<file path="src/rtl/cpu_pkg.sv">
// cpu_pkg: shared sequencer state type, address constants and a width helper
package cpu_pkg;
    typedef enum logic [1:0] {RUN, MEM_WAIT, FLUSH, HALT} seq_state_t;
    localparam int ADDR_W   = 32;
    localparam int PC_START = 212;
    localparam int PC_END   = 255;
    function automatic int max3(input int a, input int b, input int c);
        return (a > b) ? ((a > c) ? a : c) : ((b > c) ? b : c);
    endfunction
endpackage

</file>
<file path="src/rtl/seq_wait_counter.sv">
// seq_wait_counter: loadable up/down wait counter with last (==1) and terminal (==TERM) flags
//   load/load_val : preset count (highest priority after reset)
//   dec / inc     : count down / up by one
//   cnt           : current count; last: cnt==1; term: cnt==TERM
module seq_wait_counter #(
    parameter int W    = 2,
    parameter int TERM = 0
) (
    input  logic         clk,
    input  logic         reset,
    input  logic         load,
    input  logic [W-1:0] load_val,
    input  logic         dec,
    input  logic         inc,
    output logic [W-1:0] cnt,
    output logic         last,
    output logic         term
);
    always_ff @(posedge clk)
        if (reset) cnt <= '0;
        else if (load) cnt <= load_val;
        else if (dec) cnt <= cnt - W'(1);
        else if (inc) cnt <= cnt + W'(1);
    assign last = cnt == W'(1);
    assign term = cnt == W'(TERM);
endmodule

</file>
<file path="src/rtl/pc_sequencer.sv">
// pc_sequencer: decides per cycle whether the PC advances, holds for memory, or loads a branch target
//   in : clk, reset, pc_in, branch, zero, offset, mem_req, mem_ready
//   out: pc_en (PC+1), pc_load (PC<=pc_target), pc_target, stall, flush, halted, timeout_err
module pc_sequencer import cpu_pkg::*; #(
    parameter int ADDR_W           = cpu_pkg::ADDR_W,
    parameter int PC_END_ADDRESS   = cpu_pkg::PC_END,
    parameter int USE_READY        = 0,
    parameter int MEM_LATENCY      = 3,
    parameter int MAX_WAIT         = 16,
    parameter int FLUSH_CYCLES     = 1
) (
    input  logic              clk,
    input  logic              reset,
    input  logic [ADDR_W-1:0] pc_in,
    input  logic              branch,
    input  logic              zero,
    input  logic [ADDR_W-1:0] offset,
    input  logic              mem_req,
    input  logic              mem_ready,
    output logic              pc_en,
    output logic              pc_load,
    output logic [ADDR_W-1:0] pc_target,
    output logic              stall,
    output logic              flush,
    output logic              halted,
    output logic              timeout_err
);
    localparam int CW = $clog2(max3(MEM_LATENCY, MAX_WAIT, FLUSH_CYCLES) + 1);
    seq_state_t state, nxt;
    logic mem_served, tmo_q;
    logic ld, dec, inc, last, term, set_srv, clr_srv, set_to;
    logic [CW-1:0] ldv, cnt;
    logic end_hit, take, new_req;
    seq_wait_counter #(.W(CW), .TERM(MAX_WAIT - 1)) u_cnt (
        .clk(clk), .reset(reset), .load(ld), .load_val(ldv), .dec(dec), .inc(inc),
        .cnt(cnt), .last(last), .term(term)
    );
    assign end_hit = pc_in >= ADDR_W'(PC_END_ADDRESS);
    assign take    = branch && zero;
    // a held load/store that already finished its stall must not stall again
    assign new_req = mem_req && !mem_served;
    always_ff @(posedge clk)
        if (reset) begin
            state      <= RUN;
            mem_served <= 1'b0;
            tmo_q      <= 1'b0;
        end else begin
            state      <= nxt;
            mem_served <= set_srv ? 1'b1 : clr_srv ? 1'b0 : mem_served;
            tmo_q      <= tmo_q | set_to;
        end
    always_comb begin
        nxt = state;
        ld = 1'b0;
        ldv = '0;
        dec = 1'b0;
        inc = 1'b0;
        set_srv = 1'b0;
        clr_srv = 1'b0;
        set_to = 1'b0;
        case (state)
            RUN:
                if (end_hit) nxt = HALT;
                else if (take) begin
                    clr_srv = 1'b1;
                    if (FLUSH_CYCLES > 0) begin
                        nxt = FLUSH;
                        ld = 1'b1;
                        ldv = CW'(FLUSH_CYCLES);
                    end
                end else if (new_req) begin
                    if (USE_READY != 0) begin
                        nxt = MEM_WAIT;
                        ld = 1'b1;
                    end else if (MEM_LATENCY == 1) set_srv = 1'b1;
                    else begin
                        nxt = MEM_WAIT;
                        ld = 1'b1;
                        ldv = CW'(MEM_LATENCY - 1);
                    end
                end else clr_srv = 1'b1;
            MEM_WAIT:
                if (USE_READY != 0) begin
                    if (mem_ready) begin
                        nxt = RUN;
                        set_srv = 1'b1;
                    end else if (term) begin
                        nxt = HALT;
                        set_to = 1'b1;
                    end else inc = 1'b1;
                end else if (last) begin
                    nxt = RUN;
                    set_srv = 1'b1;
                end else dec = 1'b1;
            FLUSH:
                if (end_hit) nxt = HALT;
                else if (last) nxt = RUN;
                else dec = 1'b1;
            default: ;
        endcase
    end
    always_comb begin
        pc_en       = !reset && ((state == RUN && !end_hit && !take && !new_req) || (state == FLUSH && !end_hit));
        pc_load     = !reset && state == RUN && !end_hit && take;
        stall       = !reset && (state == MEM_WAIT || (state == RUN && !end_hit && !take && new_req));
        flush       = !reset && state == FLUSH;
        halted      = !reset && state == HALT;
        timeout_err = !reset && tmo_q;
        pc_target   = reset ? '0 : offset + pc_in + ADDR_W'(1);
    end
endmodule

</file>
<file path="config.mk">
export PLATFORM = sky130hd
export DESIGN_NAME = pc_sequencer
export DESIGN_NICKNAME = d
export VERILOG_FILES = /design/src/rtl/cpu_pkg.sv /design/src/rtl/seq_wait_counter.sv /design/src/rtl/pc_sequencer.sv
export SDC_FILE = /design/constraint.sdc
export NUM_CORES = 1
export LEC_CHECK = 0
export CAP_MARGIN = 20
export CORE_MARGIN = 4
export CORE_UTILIZATION = 50
export CTS_BUF_LIST = sky130_fd_sc_hd__clkbuf_16
export DETAILED_ROUTE_END_ITERATION = 8
export GPL_TIMING_DRIVEN = 0
export MAX_ROUTING_LAYER = met4
export PLACE_DENSITY = 0.95
export SKIP_LAST_GASP = 1
export SYNTH_ARGS = -nofsm -noshare
export SYNTH_HDL_FRONTEND = slang
export SYNTH_HIERARCHICAL = 1
export SYNTH_SLANG_ARGS = --single-unit
</file>
<file path="constraint.sdc">
create_clock -name clk -period 8 [get_ports clk]
set_input_delay 1.6 -clock clk [delete_from_list [all_inputs] [get_ports clk]]
set_output_delay 1.6 -clock clk [all_outputs]
set_load 0.02 [all_outputs]
</file>
Word-level counts from Yosys, hierarchy flattened --
Cells that the tools add are included.
Storage, ports and cells: flip-flop bits (word level) 8, latch bits 0, bits of input ports 70, bits in writable memories 0, memory bits (read-only) 0, memories 0
Cells by class: add/sub/neg operators 3, multiplexer cells 28, bitwise operators 0, shift-type cells 0, div/mod/pow operators 0, reductions and logical operators 26, $mul 0, equal/unequal tests 5, order comparisons 1
Operators by type and width (number):
- 32-bit by 1-bit adder with 32-bit output, second input constant | 1
- 32-bit adder | 1
- 32-bit by 8-bit greater-or-equal comparator with 1-bit output, second input constant | 1
- 32-bit 2-to-1 mux | 1
- 2-bit 2-to-1 mux | 9
- 1-bit logical AND | 14
- 1-bit 2-to-1 mux | 14
- 5-bit 2-to-1 mux | 2
- 2-bit one-hot mux with 3 select lines | 1
- 5-bit by 1-bit equality test with 1-bit output, second input constant | 1
- 1-bit logical NOT | 5
- 5-bit by 1-bit subtractor with 5-bit output, second input constant | 1
- 2-bit equality test, second input constant | 2
- 4-bit != test, second input constant | 1
- 2-bit nonzero test | 2
- 3-bit nonzero test | 1
- 2-bit by 1-bit equality test with 1-bit output, second input constant | 1
- 2-bit logical NOT | 1
- 1-bit logical OR | 2
- 1-bit one-hot mux with 2 select lines | 1
- 2-bit AND reduction | 1

Logic depth before layout (Yosys ltp) --
depth after elaboration 8, mapped depth 10

Modules after synthesis --
The synthesis kept the hierarchy.
By module, submodules not included:
- pc_sequencer | cells each 360, times used 1, sequential area each 60.1 um^2, area an instance 2451.1 um^2
- seq_wait_counter | cells each 48, times used 1, sequential area each 100.1 um^2, area an instance 410.4 um^2

Least setup slack after synthesis --
Ideal clock, no wire load.
path type input -> output, start point in offset[0], end point out pc_target[28], stages 10, data arrival time 3.615 ns, buffers on the path 0, required time 6.400 ns, slack 2.785 ns, cells stage by stage inv_1 > ha_1 > fa_1 > nor2b_1 > o2111ai_1 > nand4_1 > a41oi_2 > o31ai_2 > a311oi_1 > mux2i_1
Between the ends: longest elaborated chain between the ends 3
RTL lines:
- start, declared | RTL line pc_sequencer.sv:17 | input logic [ADDR_W-1:0] offset,
- 32-bit adder | RTL line pc_sequencer.sv:109 | pc_target = reset ? '0 : offset + pc_in + ADDR_W'(1);
- 32-bit by 1-bit adder with 32-bit output | RTL line pc_sequencer.sv:109
- 32-bit 2-to-1 mux | RTL line pc_sequencer.sv:109
- end, declared | RTL line pc_sequencer.sv:22 | output logic [ADDR_W-1:0] pc_target,
Every way passes these cells.

Worst setup path after layout --
Ends and elaborated chain as after synthesis.

==> impl_results.md <==
- R2R Setup Slk: about 5.7 ns
- R2R cell count: 7
- Area of the multi-input gates: between 2000 and 3000 sq um
- TritonCTS clock tree: done
- Pleak: 1.664 nW
- Synth Warn #: 6
- Antenna diodes: 0
- Critical Path End Type: output port
- Most common cell after layout, fill and taps aside: clkdlybuf4s50_1
- Routed Antenna Nets: 0
- Pwr dens: ~140 nW/um^2
- Gr usage total: 0.2604
- Yosys top cell by area: ha_1
- Hold wc startpoint: mem_served
- Worst EP required: 6.40 ns
- RSZ-0062 raised after global routing: no
- CP arrival: 4.86 ns
- Layout fillers: between 400 and 500
- Synth cell types: 67
- Post-DR wirelength/cell: 16.14 um
- Port bufs: roughly 110
- Hold_buf cts: 0
- Reg area: roughly 160 sq um
- Post-Route WL: 9.605 mm
- Final Hold Viols: 0
- Routed vias/inst: between 6 and 7
- Clock buffer depth: 2
- Asr flop ratio synth: 0
- GRT Residual Overflow: 0
- Worst setup SP type: primary input
- Fin area: between 4000 and 5000 sq um
- Post-Syn Instances: just over 400
- CTS resizes: 0
- Cell breakdown of the critical path: clkdlybuf4s50_1 -> inv_1 -> ha_1 -> fa_1 -> nor2b_1 -> o2111ai_1 -> nand4_1 -> a41oi_2 -> o31ai_2 -> a311oi_1 -> mux2i_1 -> clkdlybuf4s50_1
- Synth top area cells: ha_1 (17%), nor2_1 (7.0%), dfxtp_1 (5.6%), a21oi_1 (5.4%), xnor2_1 (5.2%)
- Site Rows: 27
- Worst path max stage delay: approximately 0.62 ns
- Pre-antenna DRT Iters: 6
- CORE AREA: 5540 sq um
- Post-CTS Setup Inserts: 0
- Critical R2R Launch: u_cnt/cnt[0]
- Clock Pin Slew Worst Setup and Hold Paths: 0.04 ns
- Worst hold stages: 2
- Slowest CP cell: clkdlybuf4s50_1
- Share of cells above drive strength 1: 0.06119
- Netlist Area Pre-Place: between 2000 and 3000 sq um
- Status: completed
- Highest-count cells in the layout ignoring fill and taps: clkdlybuf4s50_1 (105), nor2_1 (53), ha_1 (39)
- Top cell by count, worst path: clkdlybuf4s50_1
- Top FF cell, synth: dfxtp_1
- TNS Setup: 0 ns
- Setup Skew: about 0.0027 ns
- GP Congestion: between 0.9 and 1
- Remaining DRCs: 0
- Worst Tran Pin Value: between 0.6 and 0.7 ns
- Hold Path Sink: mem_served
- Worst vdd ir: 0.08856 mV
- Largest net degree at the start of global routing: 13
- Worst hold path type: reg2reg
- Max_slew headroom: 0.5302
- Die width: around 84 um
- Yosys reg bits: 8
- Clock sink total: 8
- Post-DP HPWL: approximately 7.6 mm
- Area growth, synth to finish: 43.42%
- Area fraction of the dominant cell type after synthesis: 0.1705
- Largest fanout on the critical path: 5
- Period utilisation layout: 0.8076
- Area after DPL: between 4000 and 5000 sq um
- Fin crit period: about 6.5 ns
- Final setup margin: 1.539 ns
- Root Buffer: clkbuf_16
- EDFF count, synth: 0
- Total of max-cap violations: 0
- Slew Limit Fails: 0
- Skew-Pair Late Insertion Delay: about 0.23 ns
- Vias in the first global route: around 3400
- Die height: 83.65 um
- Initial Utilization: 0.5165
- Num CTS Buffers: 3
- Dpl ws: ~1.6 ns
- Iter 0 DRT Violations: 190
- Total die area: ~7000 sq um
- Via count: 3604
- Achievable frequency: ~150 MHz
- Worst Setup Path Type: in2out
- Final nets: 635
- H-tree levels: 1
- Initial antenna violation count: 0
- Setup-failing EPs final: 0
- Num ports: roughly 110
- First-pass GRT wire length: approximately 15 mm
- Worst reg2reg endpoint: u_cnt/cnt[0]
- Avg Synthesized Cell Area: around 7 sq um
- Seq/Total Area, Yosys: 0.05597
-- how the worst max path moves through the flow --
stage / startpoint / endpoint / slack (ns) / cells after the start
6_report: offset[0] / pc_target[28] / 1.54 / 12
3_5_place_dp: offset[0] / pc_target[28] / 1.56 / 12
3_3_place_gp: pc_in[0] / pc_target[28] / 1.62 / 12
5_1_grt: offset[0] / pc_target[28] / 1.37 / 12
4_1_cts: offset[0] / pc_target[28] / 1.55 / 12
2_1_floorplan: offset[0] / pc_target[28] / 2.78 / 10
-- metrics by stage --
stage / utilization / cells / total power [mW] / hold slack [ns]
4_1_cts: 0.7407 / 595 / 0.5687 / 0.5113
3_3_place_gp: 0.7272 / 592 / 0.4618 / 0.4826
6_report: 0.7407 / 595 / 0.5747 / 0.5092
5_1_grt: 0.7407 / 595 / 0.6136 / 0.5373
2_1_floorplan: - / 415 / 0.3358 / 0.4661
3_5_place_dp: 0.7272 / 592 / 0.4763 / 0.4997
-- flip-flops by register name, indices dropped and copies added (netlist names) --
register	count
state	2
u_cnt/cnt	5
mem_served	1
-- layer usage --
metal  vias up  track usage  routed length (um)
met5         -            -                   0
met4         0      0.09942                 271
met3        30      0.03653                 756
met2       206       0.4722                4785
met1      1646       0.2861                3792
li1       1722            -                   -
-- worst max-delay path, delay by kind of cell --
family	cells	cell delay, ns
AO/OA/AOI/OAI	4	0.95
AND/OR/NAND/NOR	2	0.37
buffers and inverters	3	1.14
adder cells (fa/ha/maj)	2	0.61
multiplexers	1	0.19
-- cells in the mapped netlist, drive strengths merged, types with 5 or more instances --
master	n
a21o	17
a21oi	33
a31oi	6
and3	5
buf	10
clkbuf	12
dfxtp	8
ha	39
inv	18
mux2	7
nand2	31
nand2b	11
nand3	10
nand4	10
nor2	53
nor2b	13
nor3	9
nor4	8
o211ai	5
o21a	6
o21ai	24
o31ai	6
xnor2	17
-- final cells by class --
cell class              instances  share of cell area
multi-input cells             367              0.6223
repair buffers                105              0.2561
flip-flops and latches          8             0.03902
plain buffers                  22             0.02591
well taps                      72             0.02195
clock buffers                   3             0.01829
inverters                      18             0.01646
-- report_power, final --
| part | total, mW | switching, mW | internal, mW |
|---|---|---|---|
| sequential | 0.0697 | 0.0167 | 0.0529 |
| clock | 0.0858 | 0.0212 | 0.0646 |
| combinational | 0.419 | 0.222 | 0.197 |
| total | 0.575 | 0.260 | 0.315 |
-- kinds of logic after synthesis --
kind of cell / count (synthesis) / share of synthesized area
compound gates: 124 / 0.3113
xor+xnor: 19 / 0.05815
fa+ha+maj: 40 / 0.1775
buf+inv: 40 / 0.06078
flops: 8 / 0.05597
mux: 8 / 0.03104
other cells: 1 / 0.001311
simple gates: 168 / 0.3039
No activity file was read; power rests on OpenSTA's default activity.
